### src/rtl/uart_rx_byte.sv
`default_nettype none
// ============================================================================
// Module  : uart_rx_byte
// Brief   : Oversampling UART receiver (8N1, or 8E1 when UART_RX_PARITY_EN is
//           defined); one-cycle data_valid / frame_err / parity_err strobes.
// Revision: 1.0 - initial release
// ============================================================================
module uart_rx_byte #(
  parameter int CLKS_PER_BIT = 868
) (
  input  logic       clk,
  input  logic       rst,
  input  logic       rx,
  output logic [7:0] data_out,
  output logic       data_valid,
  output logic       frame_err,
  output logic       parity_err,
  output logic       busy
);

  localparam int CNT_W = $clog2(CLKS_PER_BIT);
  localparam logic [CNT_W-1:0] CNT_LAST = CNT_W'(CLKS_PER_BIT - 1);
  localparam logic [CNT_W-1:0] CNT_MID  = CNT_W'((CLKS_PER_BIT - 1) / 2);

  typedef enum logic [2:0] {
    IDLE      = 3'd0,
    START     = 3'd1,
    DATA      = 3'd2,
    PARITY    = 3'd3,
    STOP      = 3'd4,
    WAIT_HIGH = 3'd5
  } state_t;

  state_t           state, state_next;
  logic             rx_meta, rx_s;
  logic [CNT_W-1:0] clk_cnt, clk_cnt_next;
  logic [2:0]       bit_idx, bit_idx_next;
  logic [7:0]       shift, shift_next, data_out_next;
  logic             data_valid_next, frame_err_next, parity_err_next;
  logic             parity_ok;

`ifdef UART_RX_PARITY_EN
  logic par_bit, par_bit_next;
  assign parity_ok = (par_bit == ^shift);  // even parity over the data byte
`else
  assign parity_ok = 1'b1;
`endif

  assign busy = (state != IDLE);

  // Sync flops reset to the idle-high line level so reset never fakes a start bit.
  always_ff @(posedge clk or posedge rst) begin
    if (rst) begin
      rx_meta <= 1'b1;
      rx_s    <= 1'b1;
    end else begin
      rx_meta <= rx;
      rx_s    <= rx_meta;
    end
  end

  always_ff @(posedge clk or posedge rst) begin
    if (rst) begin
      state      <= IDLE;
      clk_cnt    <= '0;
      bit_idx    <= '0;
      shift      <= '0;
      data_out   <= '0;
      data_valid <= 1'b0;
      frame_err  <= 1'b0;
      parity_err <= 1'b0;
`ifdef UART_RX_PARITY_EN
      par_bit    <= 1'b0;
`endif
    end else begin
      state      <= state_next;
      clk_cnt    <= clk_cnt_next;
      bit_idx    <= bit_idx_next;
      shift      <= shift_next;
      data_out   <= data_out_next;
      data_valid <= data_valid_next;
      frame_err  <= frame_err_next;
      parity_err <= parity_err_next;
`ifdef UART_RX_PARITY_EN
      par_bit    <= par_bit_next;
`endif
    end
  end

  always_comb begin
    state_next      = state;
    clk_cnt_next    = clk_cnt + 1'b1;
    bit_idx_next    = bit_idx;
    shift_next      = shift;
    data_out_next   = data_out;
    data_valid_next = 1'b0;
    frame_err_next  = 1'b0;
    parity_err_next = 1'b0;
`ifdef UART_RX_PARITY_EN
    par_bit_next    = par_bit;
`endif
    case (state)
      IDLE: begin
        clk_cnt_next = '0;
        if (!rx_s) state_next = START;
      end
      START: begin
        if (clk_cnt == CNT_MID) begin
          clk_cnt_next = '0;
          bit_idx_next = '0;
          state_next   = rx_s ? IDLE : DATA;
        end
      end
      DATA: begin
        if (clk_cnt == CNT_LAST) begin
          clk_cnt_next        = '0;
          shift_next[bit_idx] = rx_s;
          bit_idx_next        = bit_idx + 1'b1;
          if (bit_idx == 3'd7) begin
`ifdef UART_RX_PARITY_EN
            state_next = PARITY;
`else
            state_next = STOP;
`endif
          end
        end
      end
      PARITY: begin
`ifdef UART_RX_PARITY_EN
        if (clk_cnt == CNT_LAST) begin
          clk_cnt_next = '0;
          par_bit_next = rx_s;
          state_next   = STOP;
        end
`else
        state_next = IDLE;
`endif
      end
      STOP: begin
        // Leaving at mid stop bit gives half a bit to catch a back-to-back start.
        if (clk_cnt == CNT_LAST) begin
          clk_cnt_next = '0;
          if (!rx_s) begin
            frame_err_next = 1'b1;
            state_next     = WAIT_HIGH;
          end else if (parity_ok) begin
            data_out_next   = shift;
            data_valid_next = 1'b1;
            state_next      = IDLE;
          end else begin
            parity_err_next = 1'b1;
            state_next      = IDLE;
          end
        end
      end
      WAIT_HIGH: begin
        clk_cnt_next = '0;
        if (rx_s) state_next = IDLE;
      end
      default: state_next = IDLE;
    endcase
  end

endmodule
`default_nettype wire

### config.mk
export PLATFORM = sky130hd
export DESIGN_NAME = uart_rx_byte
export DESIGN_NICKNAME = d
export VERILOG_FILES = /design/src/rtl/uart_rx_byte.sv
export SDC_FILE = /design/constraint.sdc
export NUM_CORES = 1
export LEC_CHECK = 0
export ABC_AREA = 1
export BUFFER_PORTS_ARGS = -buffer_cell sky130_fd_sc_hd__buf_2
export CORE_MARGIN = 3
export CORE_UTILIZATION = 52
export DETAILED_ROUTE_END_ITERATION = 10
export PLACE_DENSITY_LB_ADDON = 0.15
export SLEW_MARGIN = 20
export SYNTH_ARGS = -nofsm -noshare
export SYNTH_HDL_FRONTEND = slang
export SYNTH_SLANG_ARGS = --single-unit
### constraint.sdc
create_clock -name clk -period 1.43 [get_ports clk]
set_input_delay 0.143 -clock clk [delete_from_list [all_inputs] [get_ports clk]]
set_output_delay 0.143 -clock clk [all_outputs]
set_load 0.03 [all_outputs]
# Word level (Yosys, flattened, before mapping)
# Index checks and enable logic that the tools add are counted.
[word_totals] wordCells=60 latchBits=0 n_memories=0 mem_bits_ro=0 mem_bits_rw=0 regBits=36
[classes] n_shift=0 bitwise_logic=0 eq_ne=13 div_mod_pow=0 n_addsub=2 order_cmp=2 mux=24 multipliers=0 n_reduce_logical=10
[op_table] cell="$pmux W10 S3" count=1
[op_table] cell="$mux W3" count=9
[op_table] cell="$mux W10" count=2
[op_table] cell="$pmux W3 S5" count=1
[op_table] cell="$ne A2 B2 Y1 const B" count=6
[op_table] cell="$add A10 B1 Y10 const B" count=1
[op_table] cell="$eq A10 B10 Y1 const B" count=1
[op_table] cell="$eq A10 B9 Y1 const B" count=1
[op_table] cell="$eq A3 B3 Y1 const B" count=3
[op_table] cell="$bwmux W8" count=1
[op_table] cell="$mux W1" count=7
[op_table] cell="$pmux W3 S2" count=1
[op_table] cell="$reduce_and A3 Y1" count=2
[op_table] cell="$reduce_and A6 Y1" count=1
[op_table] cell="$lt A3 B4 Y1 const B" count=1
[op_table] cell="$reduce_or A2 Y1" count=2
[op_table] cell="$add A3 B1 Y3 const B" count=1
[op_table] cell="$demux W1 S3" count=1
[op_table] cell="$eq A3 B1 Y1 const B" count=1
[op_table] cell="$eq A3 B2 Y1 const B" count=1
[op_table] cell="$ge A3 B1 Y1 const B" count=1
[op_table] cell="$logic_not A3 Y1" count=1
[op_table] cell="$reduce_bool A3 Y1" count=1
[op_table] cell="$mux W2" count=1
[op_table] cell="other kinds (3)" count=3

# Longest topological paths before layout
[logic_depth] depth_word=5 ltp_mapped=10 mapped_depth_nobuf=10

# Least setup slack after synthesis
# Ideal clock, no wire load.
[synth_timing] path_kind="reg2reg" from="reg clk_cnt[0]" to="reg clk_cnt[9]" stages_incl_launch_ff=9 setup_slack_ns=-0.014 required_time_ns=1.305 arrival_time_ns=1.319 period_less_slack_ns=1.444 path_cell_list="dfrtp_1 > ha_1 > nand2_1 > nor2_4 > nand2_4 > nand2_2 > nand2_2 > a21oi_4 > nor2_2"
[synth_between] elab_chain_cells=3 word_cells_on_any_way=6 classes_between="add/sub: 1; eq/ne: 2; mux: 3"
[synth_lines] element="from (decl)" line_no="36" source="logic [CNT_W-1:0] clk_cnt, clk_cnt_next;"
[synth_lines] element="from (signal assigned)" line_no="77" source="clk_cnt <= clk_cnt_next;"
[synth_lines] element="$add A10 B1 Y10 (tied with other cells)" line_no="92" source="clk_cnt_next = clk_cnt + 1'b1;"
[synth_lines] element="$mux W10 (on tied branches)" line_no="115, 141, 108"
[synth_lines] element="$pmux W10 S3 (*)" line_no="102" source="case (state)"
[synth_lines] element="named net clk_cnt_next[9]" line_no="36"
# The timed path passes the listed nets; every way through them passes the cells marked *.
# A chain may end at the register's enable or synchronous reset.

# Final worst setup path
[layout_timing] from="reg clk_cnt[1]" to="reg clk_cnt[0]"
[layout_between] elab_chain_cells=3 word_cells_on_any_way=5 classes_between="eq/ne: 2; mux: 3"
[layout_lines] element="$eq A10 B10 Y1 or $eq A10 B9 Y1 (tied branches)" line_no="115, 141, 108"
[layout_lines] element="$mux W10 (on tied branches)" line_no="115, 141, 108"
[layout_lines] element="$pmux W10 S3 (*)" line_no="102"
[layout_lines] element="named net clk_cnt_next[0]" line_no="36"
# Marks and branches as above.

==> flow_metrics.env <==
export IMPL_status="finished, violations left"
export IMPL_hold_worst_slack_ns=0.3652
export IMPL_grt_first_pass_wirelength_um=6313
export IMPL_regToRegSetupSlack_ns=-0.12
export IMPL_startpoint_type="register"
export IMPL_number_of_sinks_driven_by_the_clock_tree=36
export IMPL_finalNetCount=261
export IMPL_combinationalPowerShare_pct=2.5
export IMPL_post_synth_cell_types=28
export IMPL_drive_above_1_share_pct=39.61
export IMPL_wirelength_um=3897
export IMPL_final_core_utilization_pct=74.84
export IMPL_cts_reportedPaths_clkPinSlew_ns=0.11
export IMPL_cts_root_buffer_cell="sky130_fd_sc_hd__clkbuf_4"
export IMPL_synth_nets=214
export IMPL_detailed_route_via_count=1524
export IMPL_io_pin_count=15
export IMPL_hold_violations=0
export IMPL_layout_min_cycle_time_ns=1.553
export IMPL_power_sequential_fraction_pct=57.8
export IMPL_insertion_delay_ns=0.34
export IMPL_pre_cts_slack_ns=-0.1236
export IMPL_clk_path_buf_depth=2
export IMPL_violations="negative setup slack"
export IMPL_yosys_warnings=0
export IMPL_switchingPower_uw=372.0
export IMPL_viasPerCell=5.097
export IMPL_place_inst=284
export IMPL_vias_in_the_first_global_route=1501
export IMPL_worstPathArrival_ns=1.77
export IMPL_hp_class="reg -> reg"
export IMPL_combined_global_route_utilization_of_all_metal_layers_pct=19.45
export IMPL_fmax_ghz=0.6438
export IMPL_die_width_um=64.45
export IMPL_leakagePower_uw=0.001126
export IMPL_final_cell_area_um2=2360
export IMPL_postSynthAreaPerCell_um2=8.583
export IMPL_gpl_final_weighted_congestion=0.8221
export IMPL_path_class="reg -> reg"
export IMPL_dp_hpwl_um=2556
export IMPL_grt_max_degree=37
export IMPL_crit_path_end_kind="register"
export IMPL_antenna_cells_inserted=0
export IMPL_power_ir_vdd_worst_mv=0.4989
export IMPL_share_of_synthesized_cell_area_in_and_or_nand_and_nor_gates_pct=28.87
export IMPL_dr_first_iter_drc_count=89
export IMPL_syn_area_um2=1777
export IMPL_critical_path_required_ns=1.65
export IMPL_yosys_mux_area_fraction_pct=0
export IMPL_syn2layout_area_growth_pct=32.82
export IMPL_cts_tree="yes"
export IMPL_detailedRoute_firstPassIterationCount=4
export IMPL_remaining_routing_drc_violations=0
export IMPL_worst_clock_skew_ns=0.01215
export IMPL_site_row_count=20
export IMPL_worst_slack_ns=-0.1234
export IMPL_power_report_internal_total_uw=1399
export IMPL_combinational_family_with_the_most_area_after_synthesis="simple AND/OR/NAND/NOR gates"
export IMPL_instances_no_fill=299
export IMPL_place_area_um2=2064
export IMPL_ant_nets=0
export IMPL_synth_xor_area_share_pct=1.972
export IMPL_antenna_found_initial=0
export IMPL_floorplan_die_area_um2=4154
export IMPL_gr_total_overflow=0
export IMPL_wire_per_inst_um=13.03
export IMPL_yosysSeqAreaShare_pct=50.85
export IMPL_crit_fanout=5
export IMPL_setup_violations=22
export IMPL_power_per_cell_area_nw_per_um2=750.3
export IMPL_post_synthesis_instance_total=207
export IMPL_postSynthRegisterBits=36
export IMPL_relative_contribution_of_the_clock_network_to_total_power_pct=39.7
export IMPL_swShare_pct=21.01
export IMPL_die_h_um=64.45
export IMPL_period_share_pct=108.6
export IMPL_report_final_slew_viol_count=0
export IMPL_synth_adder_area_share_pct=2.817
export IMPL_ctsHtreeMaxLevel=2
export IMPL_coreArea_um2=3153
export IMPL_cts_inserted_buffers=5
export IMPL_port_buffer_count=13
export IMPL_cap_viol_max_count=0
export IMPL_initial_core_util_pct=56.35
export IMPL_synth_compound_gate_area_share_pct=8.239
export IMPL_grt_setup_unrepaired="yes"
[cells in the mapped netlist]
master | instances | area [µm²]
sky130_fd_sc_hd__nand3_1 | 12 | 60.06
sky130_fd_sc_hd__nand3_2 | 1 | 10.01
sky130_fd_sc_hd__a21oi_1 | 1 | 5.000
sky130_fd_sc_hd__dfstp_2 | 2 | 52.55
sky130_fd_sc_hd__nand2_2 | 4 | 25.02
sky130_fd_sc_hd__nand2_4 | 1 | 11.26
sky130_fd_sc_hd__o21bai_1 | 2 | 15.01
sky130_fd_sc_hd__o21ai_1 | 7 | 35.03
sky130_fd_sc_hd__nor2_4 | 5 | 56.30
sky130_fd_sc_hd__nand2_1 | 50 | 187.7
sky130_fd_sc_hd__nand4_1 | 5 | 31.28
sky130_fd_sc_hd__dfrtp_1 | 34 | 850.8
sky130_fd_sc_hd__ha_1 | 4 | 50.05
sky130_fd_sc_hd__nor2_1 | 20 | 75.07
sky130_fd_sc_hd__a21oi_4 | 1 | 16.27
sky130_fd_sc_hd__nor2_2 | 2 | 12.51
sky130_fd_sc_hd__o21ai_0 | 15 | 75.07
sky130_fd_sc_hd__buf_2 | 1 | 5.000
sky130_fd_sc_hd__conb_1 | 1 | 3.750
sky130_fd_sc_hd__xor2_1 | 3 | 26.28
sky130_fd_sc_hd__nor3_1 | 1 | 5.000
sky130_fd_sc_hd__or2_2 | 1 | 6.260
sky130_fd_sc_hd__nor3_4 | 2 | 32.53
sky130_fd_sc_hd__xnor2_1 | 1 | 8.760
sky130_fd_sc_hd__inv_1 | 25 | 93.84
sky130_fd_sc_hd__clkinv_1 | 1 | 3.750
sky130_fd_sc_hd__buf_4 | 1 | 7.510
sky130_fd_sc_hd__inv_2 | 4 | 15.01
[logic make-up after synthesis]
group,count (synthesis)
adder cells (fa/ha/maj),4
buffers and inverters,32
XOR/XNOR,4
AO/OA/AOI/OAI,26
other,1
AND/OR/NAND/NOR,104
flip-flops,36
[stage by stage]
| step | total power (µW) | TNS, ns |
|---|---|---|
| after floorplan | 1071 | 0 |
| after global placement | 1083 | -0.3027 |
| after detailed placement | 1084 | -1.498 |
| after CTS | 1787 | -0.7104 |
| after global routing | 1840 | -4.969 |
| final | 1771 | -1.781 |
[critical path, cell delays in order (launching register included)]
cell	delay [ns]
sky130_fd_sc_hd__dfrtp_1	0.41
sky130_fd_sc_hd__inv_1	0.08
sky130_fd_sc_hd__ha_2	0.19
sky130_fd_sc_hd__nand2_1	0.05
sky130_fd_sc_hd__nor2_1	0.08
sky130_fd_sc_hd__nand3_1	0.12
sky130_fd_sc_hd__nand2_2	0.12
sky130_fd_sc_hd__nand2_2	0.11
sky130_fd_sc_hd__a21oi_4	0.22
sky130_fd_sc_hd__nor2_1	0.06
[metal layers]
layer  GRT usage [%]  vias to the layer above  part of all wire (%)
met5               0                        -                     0
met4           5.277                        0                   1.7
met3           4.853                        9                   4.6
met2           32.73                       38                    49
met1           25.00                      725                    44
li1                -                      752                     -
[power by group through the flow]
stage | registers, µW | logic [µW] | clock network [µW]
after global routing | 1020 | 49.4 | 766
after global placement | 1040 | 39.4 | 0
after CTS | 1020 | 45.1 | 718
after detailed placement | 1040 | 40.8 | 0
after floorplan | 1040 | 27.2 | 0
final | 1020 | 43.5 | 703
[final timing paths]
path / from / end / cells after the start
min in group asynchronous: rst / clk_cnt[9]$_DFF_PP0_ / 4
worst max register to register: clk_cnt[1]$_DFF_PP0_ / clk_cnt[0]$_DFF_PP0_ / 9
worst max-delay path: clk_cnt[1]$_DFF_PP0_ / clk_cnt[0]$_DFF_PP0_ / 9
max in group asynchronous: rst / rx_s$_DFF_PP1_ / 4
worst min-delay path: rx_meta$_DFF_PP1_ / rx_s$_DFF_PP1_ / 0
worst min register to register: rx_meta$_DFF_PP1_ / rx_s$_DFF_PP1_ / 0
[cells in the final DEF (no fill, tap or decap), types with 5 or more instances in the layout]
master and n:
sky130_fd_sc_hd__buf_2 12, sky130_fd_sc_hd__buf_4 23, sky130_fd_sc_hd__clkbuf_4 5, sky130_fd_sc_hd__dfrtp_1 34, sky130_fd_sc_hd__inv_1 25, sky130_fd_sc_hd__nand2_1 36, sky130_fd_sc_hd__nand2_2 15, sky130_fd_sc_hd__nand3_1 7
sky130_fd_sc_hd__nand3_2 5, sky130_fd_sc_hd__nand4_1 5, sky130_fd_sc_hd__nor2_1 18, sky130_fd_sc_hd__nor2_4 5, sky130_fd_sc_hd__o21ai_0 5, sky130_fd_sc_hd__o21ai_1 12, sky130_fd_sc_hd__o21ai_2 5
[state kept, by name (all words and copies together), names as in the netlist]
register	flops
data_valid	1
bit_idx	3
rx_s	1
rx_meta	1
state	3
data_out	8
shift	8
clk_cnt	10
frame_err	1
[what timing repair did]
item,CTS,global route
gates cloned,1,0
pin swaps,2,5
hold endpoints to repair,35,0
resized for setup,7,42
hold buffers,2,0
buffers inserted,1,3
endpoints found under the setup margin,20,33
[area by class of cell]
type | count | area, µm²
inverter | 30 | 116.4
fill | 226 | 793.3
clock inverter | 3 | 42.54
timing repair buffer | 41 | 315.3
multi-input combinational | 140 | 889.6
clock buffer | 5 | 37.54
sequential | 36 | 903.4
tap | 44 | 55.05
(Power assumes the default switching activity.)
